File: src/rtl/cdb_pkg.sv
// cdb_pkg: shared widths, source ids, result entry type and ROB age helper for the CDB arbiter.
package cdb_pkg;
    localparam int N_SRC  = 4;
    localparam int TAG_W  = 5;
    localparam int REG_W  = 5;
    localparam int DATA_W = 32;
    typedef enum logic [1:0] {SRC_ALU1, SRC_ALU2, SRC_LD1, SRC_LD2} src_id_e;
    typedef struct packed {
        logic [TAG_W-1:0]  tag;
        logic [REG_W-1:0]  dest;
        logic [DATA_W-1:0] data;
    } cdb_entry_t;
    // Modular distance from the commit pointer; wrap-around falls out of the subtraction.
    function automatic logic [TAG_W-1:0] rob_age(input logic [TAG_W-1:0] tag,
                                                 input logic [TAG_W-1:0] commit_p);
        return tag - commit_p;
    endfunction
endpackage

File: src/rtl/cdb_age_select.sv
// cdb_age_select: one-hot picks of the oldest and second-oldest valid candidates; equal ages
// resolve to the lower index.
module cdb_age_select
    import cdb_pkg::*;
(
    input  logic [N_SRC-1:0]            valid,
    input  logic [N_SRC-1:0][TAG_W-1:0] age,
    output logic [N_SRC-1:0]            grant0,
    output logic [N_SRC-1:0]            grant1,
    output logic                        grant0_v,
    output logic                        grant1_v
);
    localparam int RW = $clog2(N_SRC) + 1;
    logic [RW-1:0] rank [N_SRC];
    // rank = number of valid candidates strictly ahead of this one
    always_comb begin
        for (int i = 0; i < N_SRC; i++) begin
            rank[i] = '0;
            for (int j = 0; j < N_SRC; j++)
                if (j != i && valid[j] && (age[j] < age[i] || (age[j] == age[i] && j < i)))
                    rank[i] = rank[i] + RW'(1);
        end
    end
    always_comb begin
        for (int i = 0; i < N_SRC; i++) begin
            grant0[i] = valid[i] && rank[i] == RW'(0);
            grant1[i] = valid[i] && rank[i] == RW'(1);
        end
    end
    assign grant0_v = |grant0;
    assign grant1_v = |grant1;
endmodule

File: src/rtl/cdb_arbiter.sv
// cdb_arbiter: four producers onto two writeback buses, oldest ROB age first, 1-entry hold per source.
// CDB_BYPASS_EN lets an empty source's new result arbitrate in the same cycle it arrives.
module cdb_arbiter
    import cdb_pkg::*;
(
    input  logic                    clk,
    input  logic                    rst,
    input  logic                    flush,
    input  logic [TAG_W-1:0]        commit_p,
    input  logic [N_SRC-1:0]        src_valid,
    input  logic [N_SRC*TAG_W-1:0]  src_tag,
    input  logic [N_SRC*REG_W-1:0]  src_dest,
    input  logic [N_SRC*DATA_W-1:0] src_data,
    output logic [N_SRC-1:0]        src_ready,
    output logic                    wb0_valid,
    output logic [TAG_W-1:0]        wb0_tag,
    output logic [REG_W-1:0]        wb0_dest,
    output logic [DATA_W-1:0]       wb0_data,
    output logic                    wb1_valid,
    output logic [TAG_W-1:0]        wb1_tag,
    output logic [REG_W-1:0]        wb1_dest,
    output logic [DATA_W-1:0]       wb1_data
);
    cdb_entry_t [N_SRC-1:0]      src_in, cand_e, pend_q, pend_d;
    logic [N_SRC-1:0]            pend_v_q, pend_v_d, cand_v, grant0, grant1, grant, accept;
    logic [N_SRC-1:0][TAG_W-1:0] cand_age;
    logic                        grant0_v, grant1_v, dup;
    cdb_entry_t                  wb0_q, wb0_d, wb1_q, wb1_d;
    logic                        wb0_v_q, wb0_v_d, wb1_v_q, wb1_v_d;

    always_comb begin
        for (int i = 0; i < N_SRC; i++) begin
            src_in[i] = {src_tag[i*TAG_W +: TAG_W], src_dest[i*REG_W +: REG_W],
                         src_data[i*DATA_W +: DATA_W]};
`ifdef CDB_BYPASS_EN
            cand_v[i] = pend_v_q[i] | src_valid[i];
`else
            cand_v[i] = pend_v_q[i];
`endif
            cand_e[i]   = pend_v_q[i] ? pend_q[i] : src_in[i];
            cand_age[i] = rob_age(cand_e[i].tag, commit_p);
        end
    end

    cdb_age_select u_sel (
        .valid    (cand_v),
        .age      (cand_age),
        .grant0   (grant0),
        .grant1   (grant1),
        .grant0_v (grant0_v),
        .grant1_v (grant1_v)
    );

    assign grant     = flush ? '0 : (grant0 | grant1);
    assign src_ready = ~pend_v_q | grant | {N_SRC{flush}};
    assign accept    = src_valid & src_ready & ~{N_SRC{flush}};

    always_comb begin
        pend_d   = pend_q;
        pend_v_d = pend_v_q & ~grant;
        for (int i = 0; i < N_SRC; i++)
            if (accept[i]) begin
                pend_d[i] = src_in[i];
`ifdef CDB_BYPASS_EN
                // a bypassed winner never lands in its holding register
                pend_v_d[i] = pend_v_q[i] | ~grant[i];
`else
                pend_v_d[i] = 1'b1;
`endif
            end
        if (flush)
            pend_v_d = '0;
    end

    always_comb begin
        wb0_d = '0;
        wb1_d = '0;
        for (int i = 0; i < N_SRC; i++) begin
            if (grant0[i])
                wb0_d = cand_e[i];
            if (grant1[i])
                wb1_d = cand_e[i];
        end
        wb0_v_d = grant0_v & ~flush;
        wb1_v_d = grant1_v & ~flush;
    end

    always_ff @(posedge clk) begin
        if (rst) begin
            pend_v_q <= '0;
            pend_q   <= '0;
            wb0_v_q  <= 1'b0;
            wb1_v_q  <= 1'b0;
            wb0_q    <= '0;
            wb1_q    <= '0;
        end else begin
            pend_v_q <= pend_v_d;
            pend_q   <= pend_d;
            wb0_v_q  <= wb0_v_d;
            wb1_v_q  <= wb1_v_d;
            wb0_q    <= wb0_d;
            wb1_q    <= wb1_d;
        end
    end

    always_comb begin
        dup = 1'b0;
        for (int i = 0; i < N_SRC; i++)
            for (int j = i + 1; j < N_SRC; j++)
                if (cand_v[i] && cand_v[j] && cand_e[i].tag == cand_e[j].tag)
                    dup = 1'b1;
    end

    a_unique_tag: assert property (@(posedge clk) disable iff (rst) !dup);

    assign wb0_valid = wb0_v_q;
    assign wb0_tag   = wb0_q.tag;
    assign wb0_dest  = wb0_q.dest;
    assign wb0_data  = wb0_q.data;
    assign wb1_valid = wb1_v_q;
    assign wb1_tag   = wb1_q.tag;
    assign wb1_dest  = wb1_q.dest;
    assign wb1_data  = wb1_q.data;
endmodule

File: config.mk
export PLATFORM = sky130hd
export DESIGN_NAME = cdb_arbiter
export DESIGN_NICKNAME = d
export VERILOG_FILES = /design/src/rtl/cdb_pkg.sv /design/src/rtl/cdb_age_select.sv /design/src/rtl/cdb_arbiter.sv
export SDC_FILE = /design/constraint.sdc
export NUM_CORES = 1
export LEC_CHECK = 0
export ABC_AREA = 0
export BUFFER_PORTS_ARGS = -buffer_cell sky130_fd_sc_hd__buf_2
export CAP_MARGIN = 20
export CORE_MARGIN = 2
export CORE_UTILIZATION = 25
export CTS_BUF_LIST = sky130_fd_sc_hd__clkbuf_8
export CTS_CLUSTER_SIZE = 16
export DETAILED_ROUTE_END_ITERATION = 10
export PLACE_DENSITY = 0.46
export SYNTH_ARGS = -nofsm -noshare
export SYNTH_HDL_FRONTEND = slang
export SYNTH_HIERARCHICAL = 1
export SYNTH_SLANG_ARGS = --single-unit
export TNS_END_PERCENT = 100
File: constraint.sdc
create_clock -name clk -period 7.75 [get_ports clk]
set_input_delay 0.3875 -clock clk [delete_from_list [all_inputs] [get_ports clk]]
set_output_delay 0.3875 -clock clk [all_outputs]
set_load 0.01 [all_outputs]
==> results.tsv, run 1 <==
stage	metric	value	unit
status	outcome	finished clean	
sta	rsz0062_at_grt	no	
worst_setup_path	cp_cell_sequence	mux2_2, inv_1, ha_1, inv_1, fa_1, inv_1, ha_1, nor2b_1, o21a_1, o21ai_0, a21oi_1, o22a_1, nand2b_1, ha_1, nand2_1, mux2_1, nor3b_1, nor2_1, a21oi_4, buf_4, nand2_1, a21oi_1	
yosys	yosys_warnings	6	
worst_setup_path	crit_type	flip-flop to flip-flop	
yosys	synthFlopType	dfxtp_1	
worst_setup_path	cp_slowest_stage_delay	0.93	ns
placement	hpwl	37800	um
worst_setup_path	end_kind	flip-flop	
worst_setup_path	worstPathArrival	7.01	ns
yosys	synth_area_per_cell	8.23	sq um
route	drc	0	
cts	cts_setup_buffers	0	
route	post_drt_via_cell_ratio	4.98	
route	drtIter0Drc	949	
worst_setup_path	crit_required	8.27	ns
worst_setup_path	critPathTopFamily	compound AO/OA/AOI/OAI gates	
yosys	synth_mux_area_frac	0.139	
power_and_ir_drop	p_per_area	218	mW/mm^2
flow_run	maxCapViolCount	0	
hold_path	hold_start	src_data[18]	
worst_setup_path	r2r_start	cand_v[2]$_SDFF_PP0_	
sta	finalHoldViolations	0	
route	wirelength	56000	um
placement	place_congestion	0.856	
cts	clock_path_buffers	3	
sta	tns	0	ns
cts	clk_pin_slew	0.06	ns
route	drtAntennaViolNets	0	
sta	finalCriticalPeriod	6.49	ns
worst_setup_path	startpoint	cand_v[2]$_SDFF_PP0_	
grt	track_usage	0.195	
die	design.die.area	0.0561	sq mm
cts	htreeDepth	2	
final_layout	area_growth	31.2	%
cts	cts_tree	yes	
final_layout	drive_gt1_frac	0.254	
die	row_count	85	
die	ios	270	
die	initial_utilization	0.252	
route	vias	13600	
yosys	synth_top_family_by_area	compound AO/OA/AOI/OAI gates	
die	core-area	0.0537	sq mm
sta	finalCritPeriodShare	0.838	
grt	grt_pass1_wl	83000	um
hold_path	min_to	pend_q[18]$_SDFFE_PP0P_	
worst_setup_path	critPathMaxFanout	53	
hold_path	whs_path_depth	3	
yosys	ys_ff_latch	258	
sta	finalSetupViolCount	0	
sta	fmax	0.154	GHz
yosys	synth-edff-count	0	
yosys	synth_fp_nets	1887	
yosys	syn_inst	1648	
worst_setup_path	worstSetupStartpointType	flip-flop	
placement	portBuffers	269	
sta	tightest_slew	1.11	ns
sta	fin_skew	0.0314	ns
worst_setup_path	reg2reg_slack	1.26	ns
yosys	synth.distinct_cells	46	
final_layout	final_nets	2230	
cts	cts_buffers	49	
grt	grt_pass1_vias	13500	
worst_setup_path	reg2reg_to	pend_q[101]$_SDFFE_PP0P_	
worst_setup_path	critPathSlowestCell	dfxtp_4	
grt	grt-ovfl-total	0	
power_and_ir_drop	p_leak	7.20	nW
placement	placed_cells	2502	
route	drt-pass1-iter-count	5	
cts	clock_latency	0.63	ns
final_layout	final_util	0.331	
final_layout	fin_area	0.0178	sq mm
cts	clock-root-buffer	clkbuf_8	
final_layout	fill_cells	5661	
grt	grt_antenna_before_repair	8	
yosys	yosys.area_share.adder	0.0567	
sta	slew_violations	0	
yosys	synth_compound_area_frac	0.187	
worst_setup_path	cp_num_buf_inv	4	
final_layout	stdcell_count	2727	
yosys	yosysSeqAreaShare	0.381	
worst_setup_path	rr_worst_depth	22	
die	die_w	237	um
yosys	yosys.area_share.simple	0.168	
power_and_ir_drop	p_total	3.87	mW
sta	slew_headroom	0.260	
yosys	synth_area	0.0136	sq mm
cts	cts_sinks	258	
grt	grt_start_max_net_pins	100	
die	die_y	237	um
yosys	ys_async_sr_fraction	0	
power_and_ir_drop	vdd_drop_max	0.120	mV
placement	placed_area	0.0154	sq mm
route	wl_per_cell	20.5	um
hold_path	hp-class	input pin to flip-flop	
yosys	synth_xor_area_frac	0.0103	
-- placed cells by master (no fill, tap or decap), drive strengths merged, types with 5 or more instances in the layout --
cell	synthesis	final
nor2b	8	8
nand2b	9	9
a21o	10	10
nand3b	7	7
xnor2	11	11
diode	0	6
clkbuf	64	59
nor3	44	44
nor3b	7	7
dlygate4sd3	0	134
buf	70	291
mux2i	43	43
nand4	5	5
ha	55	55
nand2	394	394
dfxtp	258	258
clkinv	0	5
xor2	5	5
inv	43	60
a21oi	230	230
a221oi	84	84
o21ai	93	93
nor2	46	46
mux2	129	129
-- worst max-delay path by stage --
| stage | end | slack [ns] | cells after the start |
|---|---|---|---|
| floorplan | pend_q[0]$_SDFFE_PP0P_ | 2.76 | 25 |
| global placement | pend_q[87]$_SDFFE_PP0P_ | 1.35 | 23 |
| detailed placement | pend_q[87]$_SDFFE_PP0P_ | 1.24 | 22 |
| CTS | pend_q[101]$_SDFFE_PP0P_ | 1.20 | 22 |
| global route | pend_q[98]$_SDFFE_PP0P_ | 0.80 | 22 |
| finish | pend_q[101]$_SDFFE_PP0P_ | 1.26 | 22 |
-- Yosys cell counts, types with 3 or more instances --
cell | count | area share
nand2_1 | 394 | 0.11
dfxtp_1 | 258 | 0.38
a21oi_1 | 226 | 0.083
mux2_2 | 126 | 0.10
o21ai_0 | 90 | 0.033
a221oi_1 | 84 | 0.054
clkbuf_1 | 64 | 0.018
buf_2 | 56 | 0.021
ha_1 | 55 | 0.051
nor2_1 | 46 | 0.013
nor3_1 | 44 | 0.016
inv_1 | 43 | 0.012
mux2i_1 | 43 | 0.032
xnor2_1 | 11 | 0.0071
a21o_1 | 10 | 0.0055
nand2b_1 | 9 | 0.0042
nor2b_1 | 8 | 0.0037
nand3b_1 | 7 | 0.0039
buf_1 | 5 | 0.0014
buf_6 | 5 | 0.0042
nand4_1 | 5 | 0.0023
xor2_1 | 5 | 0.0032
a21oi_2 | 4 | 0.0026
buf_4 | 4 | 0.0022
fa_1 | 4 | 0.0059
nand4b_1 | 4 | 0.0026
o21a_1 | 4 | 0.0022
and2_1 | 3 | 0.0014
mux2_1 | 3 | 0.0025
nor3b_1 | 3 | 0.0017
nor3b_2 | 3 | 0.0028
-- through the flow --
stage | setup WS, ns | hold slack, ns
after global routing | 0.800 | 0.0119
after CTS | 1.20 | 0.000136
after floorplan | 2.76 | 0.433
final | 1.26 | 0.0363
after detailed placement | 1.24 | 0.446
after global placement | 1.35 | 0.438
-- power by group --
part | total [mW] | switching [mW] | leakage, nW | internal [mW]
Sequential | 1.47 | 0.0492 | 2.11 | 1.42
Combinational | 1.01 | 0.603 | 4.52 | 0.409
Clock | 1.39 | 0.616 | 0.570 | 0.774
-- per-layer routing --
layer / global-route usage / up-vias / part of all wire
met5: 0 / - / 0.0011
li1: - / 6446 / -
met1: 0.245 / 6557 / 0.44
met2: 0.333 / 467 / 0.47
met3: 0.0385 / 93 / 0.060
met4: 0.0669 / 10 / 0.027
-- sequential cells by signal (all words and copies together), names as in the netlist --
register,flops
wb0_dest,5
wb0_valid,1
wb1_valid,1
wb1_tag,5
cand_v,4
wb0_data,32
wb1_dest,5
pend_q,168
wb0_tag,5
wb1_data,32
-- logic make-up (layout without fill, tap and decap cells) --
family,after synthesis,count (layout)
and+or+nand+nor,538,538
AOI/OAI and AO/OA,428,428
DFF,258,258
buffers and inverters,177,554
muxes,172,172
adders and majority gates,59,59
xor gates and xnor gates,16,16
other,0,6
-- tightest hold or removal path, delay by kind of cell --
kind / cells / cell delay [ns]
buffers and inverters: 1 / 0.11
and+or+nand+nor: 1 / 0.05
AOI/OAI and AO/OA: 1 / 0.05
-- layout make-up --
cell class                      count  area (sq um)  share of cell area
Tap cell                          696           871              0.0489
Multi-Input combinational cell   1213          7690               0.432
Antenna cell                        6          15.0            0.000844
Clock buffer                       58           798              0.0449
Timing Repair Buffer              426          2880               0.162
Clock inverter                     27           194              0.0109
Inverter                           43           161             0.00907
Sequential cell                   258          5180               0.291
-- what timing repair did --
item	in CTS	in global routing
hold buffers	134	0
resized for setup	0	0
hold endpoints to repair	134	0
(Power assumes the default switching activity.)
==> inputs of run 2 (changes only) <==
==> constraint.sdc (replaced) <==
create_clock -name clk -period 6.2 [get_ports clk]
set_input_delay 0.31 -clock clk [delete_from_list [all_inputs] [get_ports clk]]
set_output_delay 0.31 -clock clk [all_outputs]
set_load 0.01 [all_outputs]
==> run 2 against run 1 <==
  * Hold slack better by 0.029 ns
  * Largest cell class unchanged
  * Clock skew is 0.013 ns lower
  * Count of clock-buffer cells in the layout is 8 higher
  * Wire length is 1.8% lower
  * Global-route usage is 0.40 points lower
  * Combinational power is 28% higher
  * Critical path depth is 3 lower
  * Sequential share of layout area is 0.92 points lower
  * Non-clock buffer count is 42 higher
==> results.tsv, run 2 (synthesized netlist as in run 1, its figures left out) <==
stage	metric	value	unit
status	outcome	finished clean	
sta	fin_skew	0.0183	ns
worst_setup_path	critPathMaxFanout	20	
sta	slew_headroom	0.266	
placement	portBuffers	269	
hold_path	min_to	cand_v[2]$_SDFF_PP0_	
placement	placed_area	0.0155	sq mm
final_layout	largest_register_ffs	168	
final_layout	final_util	0.342	
worst_setup_path	r2r_start	cand_v[1]$_SDFF_PP0_	
hold_path	whs_path_depth	3	
placement	place_congestion	0.859	
worst_setup_path	reg2reg_slack	0.60	ns
die	die_w	237	um
worst_setup_path	crit_required	5.89	ns
worst_setup_path	crit_type	flip-flop to primary output	
route	drc	0	
route	wl_per_cell	19.9	um
die	die_y	237	um
cts	cts_buffers	50	
cts	htreeDepth	2	
power_and_ir_drop	p_per_area	272	mW/mm^2
cts	clock_latency	0.64	ns
sta	finalHoldViolations	0	
hold_path	hold_start	src_valid[2]	
final_layout	largest_register	pend_q	
route	drtAntennaViolNets	0	
flow_run	maxCapViolCount	0	
grt	track_usage	0.191	
cts	clk_pin_slew	0.06	ns
die	ios	270	
final_layout	final_common_cell	nand2_1	
sta	slew_violations	0	
worst_setup_path	end_kind	primary output	
grt	grt-ovfl-total	0	
grt	grt_start_max_net_pins	138	
cts	cts_sinks	258	
grt	grt_antenna_before_repair	6	
cts	clock_path_buffers	3	
die	core-area	0.0537	sq mm
route	drt-pass1-iter-count	6	
die	row_count	85	
worst_setup_path	rr_worst_depth	22	
sta	fmax	0.177	GHz
final_layout	area_growth	35.5	%
die	initial_utilization	0.252	
cts	clock-root-buffer	clkbuf_8	
power_and_ir_drop	vdd_drop_max	0.131	mV
cts	cts_tree	yes	
final_layout	fill_cells	5621	
sta	tightest_slew	1.10	ns
final_layout	final_nets	2273	
worst_setup_path	worstPathArrival	5.34	ns
placement	hpwl	36800	um
grt	grt_pass1_vias	13500	
final_layout	mostFrequentLayoutCells	nand2_1, buf_2, dfxtp_1, a21oi_1, dlygate4sd3_1	
grt	grt_pass1_wl	81700	um
power_and_ir_drop	p_leak	7.46	nW
route	drtIter0Drc	974	
worst_setup_path	reg2reg_to	pend_q[1]$_SDFFE_PP0P_	
route	wirelength	55000	um
final_layout	drive_gt1_frac	0.255	
worst_setup_path	worstSetupStartpointType	flip-flop	
die	design.die.area	0.0561	sq mm
sta	finalCritPeriodShare	0.912	
sta	rsz0062_at_grt	no	
power_and_ir_drop	p_total	5.00	mW
sta	finalCriticalPeriod	5.65	ns
final_layout	fin_area	0.0184	sq mm
route	vias	13600	
route	post_drt_via_cell_ratio	4.92	
hold_path	hp-class	input pin to flip-flop	
sta	finalSetupViolCount	0	
sta	tns	0	ns
==> run 2: cell count changes in the layout (fill, tap and decap cells not counted), moves of 2 or more <==
cell           change
clkinv_2           -2
diode_2            -2
inv_1              -2
clkbuf_8           +8
dlygate4sd3_1     +35
buf_12             +5
==> run 2: timing repair <==
item | 4_1_cts | 5_1_grt
endpoints found under the hold margin | 169 | 0
resized for setup | 0 | 1
hold buffers | 169 | 0
setup buffers | 0 | 4
setup endpoints to repair | 0 | 2
==> run 2: report_power, final <==
| group | internal, mW | switching [mW] | leakage (nW) |
|---|---|---|---|
| clock network | 1.07 | 0.806 | 0.615 |
| logic | 0.534 | 0.756 | 4.74 |
| registers | 1.78 | 0.0539 | 2.11 |
==> run 2: stage by stage <==
step | instances | hold slack (ns) | worst slack, ns
6_report | 2771 | 0.0652 | 0.546
5_1_grt | 2767 | 0.0485 | 0.151
3_5_place_dp | 2505 | 0.443 | 0.443
3_3_place_gp | 2504 | 0.437 | 0.502
4_1_cts | 2763 | 0.0221 | 0.136
2_1_floorplan | 1648 | 0.433 | 1.21
==> run 2: how the worst max path moves through the flow <==
stage | slack [ns] | from | end
final | 0.55 | cand_v[1]$_SDFF_PP0_ | src_ready[1]
after global routing | 0.15 | cand_v[3]$_SDFF_PP0_ | src_ready[3]
after CTS | 0.14 | cand_v[1]$_SDFF_PP0_ | src_ready[1]
after detailed placement | 0.44 | cand_v[1]$_SDFF_PP0_ | pend_q[81]$_SDFFE_PP0P_
after global placement | 0.50 | cand_v[0]$_SDFF_PP0_ | wb0_tag[2]$_SDFF_PP0_
after floorplan | 1.21 | cand_v[1]$_SDFF_PP0_ | pend_q[0]$_SDFFE_PP0P_
==> run 2: per-layer routing <==
metal  vias up  global-route usage  share of wire
met1      6459               0.238           0.43
met3       127              0.0428          0.064
met4         6              0.0769          0.038
met5         -                   0        0.00035
li1       6538                   -              -
met2       495               0.319           0.47
==> run 2: critical path, cell delays in order (launching register included) <==
cell      delay (ns)
dfxtp_4         0.53
mux2_2          0.39
inv_1           0.06
ha_1            0.12
inv_1           0.06
fa_1            0.42
a21o_1          0.18
a21oi_1         0.18
xnor2_1         0.20
inv_1           0.08
ha_1            0.29
and4_1          0.19
a22oi_1         0.32
nand2b_1        0.17
ha_1            0.27
nand3b_1        0.21
o21ai_4         0.48
nor2_1          0.20
nand3b_1        0.14
buf_2           0.21
==> run 2: layout make-up <==
class / count / area, sq um / share of cell area
Multi-Input combinational cell: 1213 / 7700 / 0.419
Tap cell: 696 / 871 / 0.0474
Sequential cell: 258 / 5180 / 0.282
Timing Repair Buffer: 468 / 3370 / 0.183
Antenna cell: 4 / 10.0 / 0.000545
Clock inverter: 23 / 180 / 0.00981
Clock buffer: 66 / 908 / 0.0494
Inverter: 43 / 161 / 0.00878
